$ cat config.mk
export PLATFORM = sky130hd
export DESIGN_NAME = nibble_add_sequencer
export DESIGN_NICKNAME = d
export VERILOG_FILES = /design/src/rtl/nibble_add_sequencer.sv
export SDC_FILE = /design/constraint.sdc
export NUM_CORES = 1
export LEC_CHECK = 0
export CAP_MARGIN = 5
export CORE_AREA = 2 2 75 77
export CTS_CLUSTER_DIAMETER = 150
export CTS_CLUSTER_SIZE = 14
export DETAILED_ROUTE_END_ITERATION = 7
export DIE_AREA = 0 0 77 79
export PLACE_DENSITY = 0.79
export SLEW_MARGIN = 20
export SYNTH_ARGS = -nofsm -noshare
export SYNTH_HDL_FRONTEND = slang
export SYNTH_SLANG_ARGS = --single-unit
$ cat constraint.sdc
create_clock -name clk -period 6.4 [get_ports clk]
set_input_delay 0.96 -clock clk [delete_from_list [all_inputs] [get_ports clk]]
set_output_delay 0.96 -clock clk [all_outputs]
set_load 0.1 [all_outputs]
$ cat src/rtl/nibble_add_sequencer.sv
// Multi-precision add/subtract sequencer: one shared 4-bit carry-lookahead Adder
// is stepped over WIDTH/4 nibbles, LSB first, with the carry held in a register.

module Adder (
    input  logic [3:0] be_add_number,
    input  logic [3:0] add_number,
    input  logic       Cin,
    output logic [3:0] sum,
    output logic       Cout
);
    logic [3:0] g;
    logic [3:0] p;
    logic [4:0] c;

    always_comb begin
        g = be_add_number & add_number;
        p = be_add_number ^ add_number;
        c[0] = Cin;
        c[1] = g[0] | (p[0] & Cin);
        c[2] = g[1] | (p[1] & g[0]) | (p[1] & p[0] & Cin);
        c[3] = g[2] | (p[2] & g[1]) | (p[2] & p[1] & g[0]) | (p[2] & p[1] & p[0] & Cin);
        c[4] = g[3] | (p[3] & g[2]) | (p[3] & p[2] & g[1]) | (p[3] & p[2] & p[1] & g[0])
             | (p[3] & p[2] & p[1] & p[0] & Cin);
        sum  = p ^ c[3:0];
        Cout = c[4];
    end
endmodule

module nibble_add_sequencer #(
    parameter int unsigned WIDTH = 16
) (
    input  logic             clk,
    input  logic             rst_n,
    input  logic             start_valid,
    output logic             start_ready,
    input  logic [WIDTH-1:0] op_a,
    input  logic [WIDTH-1:0] op_b,
    input  logic             cin,
    input  logic             sub,
    output logic             busy,
    output logic [WIDTH-1:0] result,
    output logic             cout,
    output logic             overflow,
    output logic             done_valid,
    input  logic             done_ready
);
    localparam int unsigned NIBBLES = WIDTH / 4;
    localparam int unsigned IW      = (NIBBLES > 1) ? $clog2(NIBBLES) : 1;
    localparam logic [IW-1:0] LAST  = IW'(NIBBLES - 1);

    typedef enum logic [1:0] {IDLE, RUN, DONE} state_t;

    state_t           state, state_nxt;
    logic [WIDTH-1:0] a_r, b_r;
    logic             carry_r;
    logic [IW-1:0]    idx;
    logic [3:0]       nib_a, nib_b, nib_sum;
    logic             nib_cout;
    logic             accept, last;

    assign start_ready = (state == IDLE) && rst_n;
    assign busy        = (state == RUN);
    assign done_valid  = (state == DONE);
    assign accept      = start_valid && start_ready;
    assign last        = (idx == LAST);

    // {idx, 2'b00} is the bit offset 4*idx of the active nibble
    always_comb begin
        nib_a = a_r[{idx, 2'b00} +: 4];
        nib_b = b_r[{idx, 2'b00} +: 4];
    end

    Adder u_adder (
        .be_add_number (nib_a),
        .add_number    (nib_b),
        .Cin           (carry_r),
        .sum           (nib_sum),
        .Cout          (nib_cout)
    );

    always_comb begin
        state_nxt = state;
        case (state)
            IDLE:    if (accept) state_nxt = RUN;
            RUN:     if (last) state_nxt = DONE;
            DONE:    if (done_ready) state_nxt = IDLE;
            default: state_nxt = IDLE;
        endcase
    end

    always_ff @(posedge clk or negedge rst_n) begin
        if (!rst_n) state <= IDLE;
        else        state <= state_nxt;
    end

    always_ff @(posedge clk or negedge rst_n) begin
        if (!rst_n) begin
            a_r      <= '0;
            b_r      <= '0;
            carry_r  <= 1'b0;
            idx      <= '0;
            result   <= '0;
            cout     <= 1'b0;
            overflow <= 1'b0;
        end else begin
            case (state)
                IDLE: begin
                    if (accept) begin
                        a_r      <= op_a;
                        b_r      <= sub ? ~op_b : op_b;
                        carry_r  <= sub ? 1'b1 : cin;
                        idx      <= '0;
                        result   <= '0;
                        cout     <= 1'b0;
                        overflow <= 1'b0;
                    end
                end
                RUN: begin
                    result[{idx, 2'b00} +: 4] <= nib_sum;
                    carry_r                   <= nib_cout;
                    if (last) begin
                        cout     <= nib_cout;
                        overflow <= (a_r[WIDTH-1] == b_r[WIDTH-1]) && (nib_sum[3] != a_r[WIDTH-1]);
                    end else begin
                        idx <= idx + IW'(1);
                    end
                end
                default: ;
            endcase
        end
    end
endmodule

# After elaboration in Yosys (flattened, before gate mapping)
# Cells that the tools add are included.
# word_totals
ff_bits,55
elab_cells,82
inputBits,38
# op_classes
bitwise_logic,30
shift,4
n_addsub,2
eq_ne,9
n_mux,19
n_reduce_logical,10
# ops
op,n
$mux 16,2
$pmux 16 s2,1
$shiftx 16x5->4,2
$and 1x1->1,16
$bwmux 16,1
$not 16->16,1
$shift 4x6->16 const A,1
$shiftx 4x6->16,1
$mux 2,5
$or 1x1->1,10
$reduce_and 3->1,3
$xor 4x4->4,2
$neg 4->6,1
$pmux 1 s2,3
$pmux 2 s3,1
$mux 1,5
$and 4x4->4,1
$eq 2x2->1 const B,2
$ne 2x1->1 const B,2
$ne 2x2->1 const B,2
$pmux 2 s2,1
$reduce_and 2->1,2
$logic_and 1x1->1,3
$add 2x1->2 const B,1
5 further kinds,5

# Longest topological paths before layout
# logic_depth
depth_word,11
ltp_mapped,7

# Hierarchy
# Synthesis repeated with hierarchy kept, for this count alone.
# hier_totals
hier_cells,214
area_unflattened_um2,2693.8
# by_module_without_submodules
module,instances,cells_per_inst,area_each_um2
nibble_add_sequencer,1,197,2546.2
Adder,1,17,147.6

# Worst setup path after synthesis
# OpenSTA, ideal clock, no wires.
# synth_path
kind,input-to-output
startpoint,in rst_n
endpoint,out start_ready
cell_stages,1
n_path_buf,0
t_arrival_ns,3.238
t_required_ns,5.440
slack_ns,2.202
cell_sequence,nor3b_1
# synth_between
elab_chain_len,1
# synth_lines
item,line_no,source
start: declaration,33,"input logic rst_n,"
$logic_and 1x1->1,61,assign start_ready = (state == IDLE) && rst_n;
end: declaration,35,"output logic start_ready,"
# Every way passes these cells.

# Worst setup path in the final report
# Ends and elaborated chain as after synthesis.

==> impl_metrics.toml <==
[placed_design]
pre_cts_ws_ps = 2210
gp_congestion = 0.768
io_buffers = 58
hpwlAfterDp_um = 3710

[logic_synthesis]
synthesis.area_um2 = 2730
syn_inst = 251
syn_avg_cell_area_um2 = 10.9
ys_seq_area_share_pct = 50.4
synth-seq-cells = 55
synth_nets = 299
yosysUniqueCellTypes = 37
ys_warn_count = 0

[clock_network]
post_cts_resized = 0
clk_latency_ps = 310
cts_setup_buffers = 0
cts_tree = "built"
cts_hold_buf = 0
cts_sinks = 55
clkTransAtPathRegs_ps = 90
cts_root_buf = "clkbuf_8"
clockBufferDepth = 2
cts.htree.levels = 2
cts_buffers = 5

[power_and_ir_drop]
p_leak_nw = 1.50
p_sw_share_pct = 49.7
switching_power_mw = 0.999
pwr-share-seq_pct = 30.3
p_per_area_nw_per_um2 = 586
p_comb_share_pct = 59.3
power.internal_mw = 1.01
worst_ir_drop_vdd_mv = 0.238
total_power_mw = 2.01
clkPwrFrac_pct = 10.4

[drt]
drtPass1Iterations = 4
vias = 1981
final_antenna_net_count = 0
first_iter_violations = 116
drt-total-wl_um = 5240
drcViolationCount = 0
avgRoutedWirePerCell_um = 13.8
via_per_inst = 5.23

[die]
die_y_um = 79
dieArea_um2 = 6080
ios = 59
core-area_um2 = 5340
start_util_pct = 51.2
chipWidth_um = 77
rows = 27

[critical_path]
critPathMaxFanout = 57
slowest_stage = "clkdlybuf4s50_1"
cp.buffers_inverters = 3
path_delay_family = "buffers and inverters"
required_ps = 5440
crit_path_cell_trace = "buf_2, buf_4, nor3b_1, clkdlybuf4s50_1"
worstSetupPathType = "primary input to primary output"
startpoint_type = "primary input"
max_stage_delay_ps = 1200
cp_data_arrival_time_ps = 3170
cp-end-kind = "primary output"

[cells_and_area]
num_antenna_cells = 0
synthToLayoutAreaGrowth_pct = 25.6
drive_gt1_share_pct = 9.77
n_fill_cell = 463
nets = 354
finalCoreUtilization_pct = 64.3

[global_routing]
grt_overflow = 0
grt_pass1_wl_um = 9200
antenna_found_initial = 0
grt_max_degree = 58
grt_pass1_vias = 2013
track_usage_pct = 19.2

[sta]
tns_ps = 0
fin_crit_ps = 4130
setup_ws_ps = 2270
max_slew_margin_pct = 35.0
tightest_slew_ps = 972
skew_ps = 8.63
rsz0062_at_grt = "no"
finalCritPeriodShare_pct = 64.5
finalHoldViolations = 0
max_freq_mhz = 242
setup_viol = 0
slew_violations = 0

[status]
outcome = "finished, final reports clean"

[job]
drv_cap = 0

[worst_hold_path]
min_path_type = "flop to flop"
## logic make-up after synthesis
family          after synthesis  synth area share [%]
xor+xnor                     18                  5.77
flops                        55                  50.4
buf+inv                      15                  3.62
simple gates                 93                  15.4
fa+ha+maj                    10                  4.86
compound gates               51                  13.0
mux                           9                  6.96
## power by group through the flow
stage          clock (mW)  combinational [mW]  sequential (mW)
5_1_grt             0.227                1.29            0.631
3_3_place_gp            0                1.16            0.612
6_report            0.208                1.19            0.610
2_1_floorplan           0               0.700            0.815
3_5_place_dp            0                1.19            0.619
4_1_cts             0.211                1.20            0.611
## layer usage
metal | global-route usage (%) | share of wire, % | vias up
li1 | - | - | 974
met1 | 25.7 | 45 | 940
met2 | 31.8 | 49 | 59
met3 | 3.98 | 4.2 | 8
met4 | 6.07 | 1.8 | 0
met5 | 0 | 0 | -
## through the flow
stage	hold slack [ps]	std cells	area, um^2
final	479	379	3430
after global routing	506	379	3430
after CTS	484	379	3430
after detailed placement	462	371	3320
after global placement	453	371	3320
after floorplan	440	251	2730
## final timing paths
path,start,to,slack [ps],cells past startpoint
worst max-delay path,rst_n,start_ready,2270,4
worst min-delay path,a_r[3]$_DFFE_PN0P_,a_r[3]$_DFFE_PN0P_,480,2
worst max register to register,idx[0]$_DFFE_PN0P_,result[15]$_DFFE_PN0P_,3510,6
worst min register to register,a_r[3]$_DFFE_PN0P_,a_r[3]$_DFFE_PN0P_,480,2
max in group asynchronous,rst_n,b_r[3]$_DFFE_PN0P_,5170,2
min in group asynchronous,rst_n,carry_r$_DFFE_PN0P_,780,2
## state kept, by name (all words and copies together), names as in the netlist
| register | flops |
|---|---|
| overflow | 1 |
| state | 2 |
| cout | 1 |
| carry_r | 1 |
| idx | 2 |
| b_r | 16 |
| result | 16 |
| a_r | 16 |
## cell type report
| type | instances | area [um^2] | share of cell area [%] |
|---|---|---|---|
| sequential | 55 | 1380 | 40.1 |
| multi-input combinational | 181 | 1260 | 36.7 |
| timing repair buffer | 59 | 583 | 17.0 |
| clock buffer | 7 | 96.3 | 2.81 |
| tap | 72 | 90.1 | 2.63 |
| inverter | 4 | 17.5 | 0.511 |
| clock inverter | 1 | 7.51 | 0.219 |
## worst min-delay path, cell delays in order, from the launching register on
cell and delay (ps):
dfrtp_1 350, nand2_1 50, nand2_1 50
## cell usage in the layout, fill, tap and decap left out, types with 2 or more instances in the layout
cell	Yosys	final
ha_1	9	9
a21oi_2	3	3
mux4_2	8	8
o21ai_0	5	5
nand2_1	55	55
nor3b_1	2	2
nand3_1	2	2
nand2_2	2	2
a21o_1	2	2
or3_1	2	2
a22oi_1	2	2
nor2_1	20	20
and3_1	3	3
clkdlybuf4s50_1	0	57
xnor2_1	17	17
a21oi_1	19	19
clkbuf_8	0	7
a22o_1	16	16
dfrtp_1	55	55
inv_1	3	3
## synthesized netlist by cell type, drive strengths merged
cell    instances  area [um^2]
dfrtp          55         1380
nand2b          2         20.0
clkbuf          1         3.75
fa              1         20.0
a21oi          22          121
ha              9          113
o211ai          1         12.5
and3            3         18.8
nand3           2         10.0
a22oi           2         15.0
nor3b           2         15.0
and2            1         6.26
nor4            1         12.5
a22o           16          140
nor2           20         75.1
a311o           1         10.0
nand4b          1         8.76
o21ai           6         33.8
and4bb          1         12.5
xor2            1         8.76
a21o            2         15.0
buf            10         77.6
mux4            8          180
mux2i           1         10.0
xnor2          17          149
a211oi          1         7.51
inv             4         17.5
nor3            1         10.0
nand2          57          219
or3             2         12.5
Note: power is estimated with default switching activity, not from simulation.
